<file path="config.mk">
export PLATFORM = sky130hd
export DESIGN_NAME = pwm_bank
export DESIGN_NICKNAME = d
export VERILOG_FILES = /design/src/rtl/pwm_pkg.sv /design/src/rtl/pwm_channel.sv /design/src/rtl/pwm_bank.sv
export SDC_FILE = /design/constraint.sdc
export NUM_CORES = 1
export LEC_CHECK = 0
export CAP_MARGIN = 20
export CORE_MARGIN = 2
export CORE_UTILIZATION = 50
export DETAILED_ROUTE_END_ITERATION = 7
export HOLD_SLACK_MARGIN = 0.06
export MAX_ROUTING_LAYER = met4
export PLACE_DENSITY = 0.82
export SLEW_MARGIN = 40
export SYNTH_ARGS = -nofsm -noshare
export SYNTH_HDL_FRONTEND = slang
export SYNTH_SLANG_ARGS = --single-unit
</file>
<file path="constraint.sdc">
create_clock -name clk -period 3.31 [get_ports clk]
set_input_delay 0.662 -clock clk [delete_from_list [all_inputs] [get_ports clk]]
set_output_delay 0.662 -clock clk [all_outputs]
set_load 0.005 [all_outputs]
</file>
<file path="src/rtl/pwm_pkg.sv">
// ---------------------------------------------------------------------------
// pwm_pkg -- shared mode type, default sizing and duty-bus slice helper. rev 1.0
// ---------------------------------------------------------------------------
`default_nettype none

package pwm_pkg;

  typedef enum logic {
    MODE_EDGE   = 1'b0,
    MODE_CENTER = 1'b1
  } pwm_mode_e;

  localparam int DEF_WIDTH      = 10;
  localparam int DEF_NUM_CH     = 3;
  localparam int DEF_PERIOD_RST = 999;

  // LSB of channel ch inside the packed duty bus.
  function automatic int duty_lsb(input int ch, input int width);
    return ch * width;
  endfunction

endpackage

`default_nettype wire

</file>
<file path="src/rtl/pwm_channel.sv">
// ---------------------------------------------------------------------------
// pwm_channel -- one PWM lane: active duty, comparator, registered output. rev 1.0
// ---------------------------------------------------------------------------
`default_nettype none

module pwm_channel
  import pwm_pkg::*;
#(
  parameter int WIDTH = DEF_WIDTH
) (
  input  logic             clk,
  input  logic             rst_n,
  input  logic             apply_i,
  input  logic [WIDTH-1:0] duty_i,
  input  logic [WIDTH-1:0] count_i,
  output logic             pwm_o
);

  logic [WIDTH-1:0] duty_q, duty_d, duty_eff;
  logic             pwm_q, pwm_d;

  // On an applying boundary the new duty already governs the count-0 compare,
  // so the whole new cycle uses one duty value.
  always_comb begin
    duty_eff = apply_i ? duty_i : duty_q;
    duty_d   = duty_eff;
    pwm_d    = (count_i < duty_eff);
  end

  always_ff @(posedge clk or negedge rst_n) begin
    if (!rst_n) begin
      duty_q <= '0;
      pwm_q  <= 1'b0;
    end else begin
      duty_q <= duty_d;
      pwm_q  <= pwm_d;
    end
  end

  assign pwm_o = pwm_q;

endmodule

`default_nettype wire

</file>
<file path="src/rtl/pwm_bank.sv">
// ---------------------------------------------------------------------------
// pwm_bank -- NUM_CH PWM channels sharing one counter with boundary-shadowed
// period/duty/mode. Center-aligned mode built only with PWM_BANK_CENTER_EN. rev 1.0
// ---------------------------------------------------------------------------
`default_nettype none

module pwm_bank
  import pwm_pkg::*;
#(
  parameter int NUM_CH     = DEF_NUM_CH,
  parameter int WIDTH      = DEF_WIDTH,
  parameter int PERIOD_RST = DEF_PERIOD_RST
) (
  input  logic                    clk,
  input  logic                    rst_n,
  input  logic [WIDTH-1:0]        period,
  input  logic [NUM_CH*WIDTH-1:0] duty,
  input  logic                    load,
  input  logic                    center_mode,
  output logic [NUM_CH-1:0]       pwm_out,
  output logic                    cycle_start,
  output logic                    update_ack
);

  localparam logic [WIDTH-1:0] PERIOD_RST_W = WIDTH'(PERIOD_RST);

  logic [WIDTH-1:0]        count_q, count_d;
  logic [WIDTH-1:0]        act_period_q, act_period_d;
  logic [WIDTH-1:0]        pend_period_q, pend_period_d;
  logic [WIDTH-1:0]        eff_period;
  logic [NUM_CH*WIDTH-1:0] pend_duty_q, pend_duty_d;
  logic                    pend_q, pend_d;
  logic                    boundary, apply;

`ifdef PWM_BANK_CENTER_EN
  pwm_mode_e act_mode_q, act_mode_d;
  pwm_mode_e pend_mode_q, pend_mode_d;
  pwm_mode_e eff_mode;
  logic      dir_up_q, dir_up_d;
`else
  logic      unused_center_mode;
  assign unused_center_mode = center_mode;
`endif

  assign boundary   = (count_q == '0);
  assign apply      = boundary && pend_q;
  assign eff_period = apply ? pend_period_q : act_period_q;

  // A coincident load lands in the shadow after the old shadow has been consumed.
  always_comb begin : shadow
    pend_period_d = pend_period_q;
    pend_duty_d   = pend_duty_q;
    pend_d        = pend_q;
    act_period_d  = eff_period;
    if (apply) begin
      pend_d = 1'b0;
    end
    if (load) begin
      pend_period_d = period;
      pend_duty_d   = duty;
      pend_d        = 1'b1;
    end
  end

`ifdef PWM_BANK_CENTER_EN
  assign eff_mode = apply ? pend_mode_q : act_mode_q;

  always_comb begin : mode_shadow
    act_mode_d  = eff_mode;
    pend_mode_d = pend_mode_q;
    if (load) begin
      pend_mode_d = center_mode ? MODE_CENTER : MODE_EDGE;
    end
  end
`endif

  always_comb begin : counter
    count_d = count_q;
`ifdef PWM_BANK_CENTER_EN
    dir_up_d = dir_up_q;
`endif
    if (boundary) begin
      count_d = (eff_period == '0) ? '0 : WIDTH'(1);
`ifdef PWM_BANK_CENTER_EN
      dir_up_d = 1'b1;
`endif
    end
`ifdef PWM_BANK_CENTER_EN
    else if (eff_mode == MODE_CENTER) begin
      // Turn around at P going up; heading back to 0 from count 1 re-arms up.
      if (dir_up_q && (count_q < eff_period)) begin
        count_d = count_q + WIDTH'(1);
      end else begin
        count_d  = count_q - WIDTH'(1);
        dir_up_d = (count_q == WIDTH'(1));
      end
    end
`endif
    else if (count_q >= eff_period) begin
      count_d = '0;
    end else begin
      count_d = count_q + WIDTH'(1);
    end
  end

  always_ff @(posedge clk or negedge rst_n) begin
    if (!rst_n) begin
      count_q       <= '0;
      act_period_q  <= PERIOD_RST_W;
      pend_period_q <= PERIOD_RST_W;
      pend_duty_q   <= '0;
      pend_q        <= 1'b0;
    end else begin
      count_q       <= count_d;
      act_period_q  <= act_period_d;
      pend_period_q <= pend_period_d;
      pend_duty_q   <= pend_duty_d;
      pend_q        <= pend_d;
    end
  end

`ifdef PWM_BANK_CENTER_EN
  always_ff @(posedge clk or negedge rst_n) begin
    if (!rst_n) begin
      act_mode_q  <= MODE_EDGE;
      pend_mode_q <= MODE_EDGE;
      dir_up_q    <= 1'b1;
    end else begin
      act_mode_q  <= act_mode_d;
      pend_mode_q <= pend_mode_d;
      dir_up_q    <= dir_up_d;
    end
  end
`endif

  for (genvar i = 0; i < NUM_CH; i++) begin : g_ch
    pwm_channel #(
      .WIDTH(WIDTH)
    ) u_ch (
      .clk    (clk),
      .rst_n  (rst_n),
      .apply_i(apply),
      .duty_i (pend_duty_q[duty_lsb(i, WIDTH) +: WIDTH]),
      .count_i(count_q),
      .pwm_o  (pwm_out[i])
    );
  end

  // Gated by rst_n so both strobes read 0 throughout reset.
  assign cycle_start = rst_n & boundary;
  assign update_ack  = rst_n & apply;

endmodule

`default_nettype wire

</file>
==> flow_summary.toml, run 1 <==
[setup_path]
critPathMaxStageDelay_ps = 410
rr_endpoint = "g_ch[2].u_ch.pwm_o$_DFF_PN0_"
crit_fanout = 18
cp.arrival_ps = 3210
critical_path_class = "reg2reg"
startpoint_type = "flop"
cp-startpoint = "count_q[0]$_DFF_PN0_"
cp.required_ps = 3550
slowest_stage = "nand4_2"
r2r_slack_ps = 340
crit_path_end_kind = "flop"
reg2reg_from = "count_q[0]$_DFF_PN0_"
r2r_cells = 11
crit_end = "g_ch[2].u_ch.pwm_o$_DFF_PN0_"
path_cells = "inv_1, ha_1, nor2b_1, nand4_2, buf_4, mux2_2, inv_1, ha_1, nand4_1, a2111oi_2, nor3_1"

[power_and_ir_drop]
peakVddDrop_mv = 0.340
total_power_mw = 4.18
power.leakage_nw = 2.67
p_per_area_nw_per_um2 = 772

[timing]
fin_skew_ps = 6.71
period_share_pct = 89.6
finalSetupTns_ps = 0
rsz0062_at_grt = "no"
final-hold-violation-count = 0
worst_slew_pin_slew_ps = 595
relSlewSlack_pct = 60.3
maxSlewViolCount = 0
finalSetupViolations = 0
finalCriticalPeriod_ps = 2970
fmax_ghz = 0.337

[global_routing]
grt_pass1_vias = 3218
grt_pass1_wl_mm = 14.9
grt_overflow_total = 0
track_usage_pct = 19.7
antenna_found_initial = 0
grt_start_max_net_pins = 69

[clock_tree]
cts_buffer_depth = 2
holdBufCountCts = 0
clk_pin_slew_ps = 90
insertion_delay_ps = 370
cts_made_buffers = 9
cts_setup_buffers = 0
h-tree-depth = 3
tritoncts = "built"
ctsResizeCount = 0
cts_root_buf = "clkbuf_8"
clkSinkCount = 94

[cells_and_area]
seqCellArea_sq_um = 2370
fin_nets = 509
drive_gt1_share_pct = 23.9
multi_input_area_sq_um = 1990
n_antenna_cell = 0
fill_cells = 697
syn_to_final_growth_pct = 18.0

[logic_synthesis]
synth_seq_cells = 94
ys_types = 37
synth_cells = 368
yosys-top-cells-area = "dfrtp_1 (43%), mux2_2 (12%), ha_1 (11%)"
synth_seq_area_share_pct = 51.7
yosys_warnings = 0
yosysTopAreaCellShare_pct = 42.5
synth_edf_count = 0
async_flop_share_pct = 100
ys.flop_type = "dfrtp_1"
synth_nets = 451
netlist_area_sq_um = 4590
yosys.area.top_type = "dfrtp_1"
postSynthAreaPerCell_sq_um = 12.5

[floorplanning]
start_util_pct = 52.1
coreArea_sq_um = 8810
die_w_um = 99.8
die_y_um = 99.8
placementRows = 34
ios = 49
fp.dieArea_sq_um = 9960

[drt]
first_pass_iters = 5
routed_via_density = 5.48
remaining_drc_errors = 0
ant_nets = 0
drt_iter0_markers = 57
wl_per_cell_um = 16.2
wl_mm = 8.74
vias = 2956

[placed_design]
gp_congestion = 0.833
dp_hpwl_mm = 6.31
io_buffers = 47

[run]
max_cap_violations = 0

[min_path]
hold_class = "in2async"

[outcome]
status = "complete, no violations"
worst min-delay path by stage:
| stage | start | to | slack (ps) | cells past startpoint |
|---|---|---|---|---|
| global placement | g_ch[0].u_ch.duty_q[9]$_DFF_PN0_ | g_ch[0].u_ch.duty_q[9]$_DFF_PN0_ | 470 | 2 |
| finish | rst_n | count_q[0]$_DFF_PN0_ | 200 | 1 |
| CTS | rst_n | g_ch[0].u_ch.duty_q[5]$_DFF_PN0_ | 200 | 1 |
| floorplan | rst_n | act_period_q[3]$_DFF_PN0_ | 370 | 0 |
| global route | rst_n | count_q[0]$_DFF_PN0_ | 220 | 1 |
| detailed placement | g_ch[0].u_ch.duty_q[8]$_DFF_PN0_ | g_ch[0].u_ch.duty_q[8]$_DFF_PN0_ | 480 | 2 |
sequential cells by signal, indices dropped and copies added, names as in the netlist:
signal	cells
pend_duty_q	30
count_q	10
g_ch.u_ch.duty_q	30
act_period_q	10
pend_q	1
g_ch.u_ch.pwm_o	3
pend_period_q	10
stage by stage:
| step | worst slack [ps] | utilization [%] | instance area [sq um] | hold slack [ps] | instances |
|---|---|---|---|---|---|
| finish | 344 | 61.5 | 5420 | 200 | 539 |
| global route | 130 | 61.5 | 5420 | 219 | 539 |
| CTS | 359 | 61.5 | 5410 | 203 | 539 |
| detailed placement | 358 | 59.2 | 5210 | 482 | 523 |
| global placement | 488 | 59.2 | 5210 | 475 | 523 |
| floorplan | 480 | - | 4590 | 366 | 368 |
cells in the final DEF (no fill, tap or decap), types with 2 or more instances in the layout:
cell | netlist | routed
xnor2_1 | 5 | 5
mux2_4 | 3 | 3
o21ai_0 | 7 | 7
nand2_1 | 7 | 7
nand4_1 | 9 | 9
xor2_1 | 3 | 3
a21oi_1 | 5 | 5
nand3_1 | 5 | 5
ha_1 | 39 | 39
mux2i_1 | 29 | 29
clkdlybuf4s50_1 | 0 | 45
clkinv_4 | 0 | 2
o211ai_1 | 3 | 3
a2111oi_2 | 4 | 4
buf_4 | 3 | 12
and3_1 | 3 | 3
nor2_1 | 26 | 26
clkinv_2 | 0 | 2
dfstp_2 | 16 | 16
dfrtp_1 | 78 | 78
nor3_1 | 5 | 5
nor2b_1 | 4 | 4
nor4_1 | 4 | 4
clkbuf_8 | 0 | 10
a31oi_1 | 3 | 3
mux2_2 | 48 | 48
inv_1 | 40 | 40
worst max-delay path, delay by kind of cell, from the launching register on:
family | cells | cell delay, ps
simple gates | 4 | 840
mux | 1 | 270
compound gates | 1 | 390
fa+ha+maj | 2 | 420
flops | 1 | 390
buf+inv | 3 | 520
final cells by class:
class	count	share of cell area, %
Clock inverter	6	1.13
Multi-Input combinational cell	222	36.7
Inverter	40	2.77
Tap cell	108	2.49
Sequential cell	94	43.8
Timing Repair Buffer	59	10.6
Clock buffer	10	2.54
where the power goes:
group	internal, mW	switching, mW
clock network	0.367	0.407
registers	1.53	0.167
logic	0.790	0.922
total	2.69	1.50
metal layers:
metal  global-route usage, %  part of all wire, %  up-vias  wire length, um
li1                        -                    -     1396                -
met1                    22.7                   43     1472             3780
met2                    32.8                   50       65             4350
met3                    4.32                  4.3       23              373
met4                    9.17                  2.7        0              238
met5                       -                    0        -                0
kinds of logic after synthesis:
logic type                 Yosys count  synth area share [%]
buffers and inverters               52                  5.01
adders and majority gates           39                  10.6
xor gates and xnor gates             8                  1.53
and+or+nand+nor                     67                  7.52
DFF                                 94                  51.7
AOI/OAI and AO/OA                   28                  4.55
muxes                               80                  19.1
cells in the mapped netlist (2+ instances only):
cell / number
dfrtp_1: 78
mux2_2: 48
inv_1: 40
ha_1: 39
mux2i_1: 29
nor2_1: 26
dfstp_2: 16
nand4_1: 9
nand2_1: 7
o21ai_0: 7
a21oi_1: 5
nand3_1: 5
nor3_1: 5
xnor2_1: 5
a2111oi_2: 4
nor2b_1: 4
nor4_1: 4
a31oi_1: 3
and3_1: 3
buf_1: 3
buf_4: 3
buf_6: 3
mux2_4: 3
o211ai_1: 3
xor2_1: 3
clkbuf_1: 2
Note: power is estimated with default switching activity, not from simulation.
==> run 2, diff against run 1 <==
--- a/config.mk
+++ b/config.mk
@@ -16,3 +16,4 @@
 export SYNTH_ARGS = -nofsm -noshare
 export SYNTH_HDL_FRONTEND = slang
 export SYNTH_SLANG_ARGS = --single-unit
+export TNS_END_PERCENT = 5
==> results of run 2 <==
The final DEF is identical to that of run 1; final timing and power are the same.
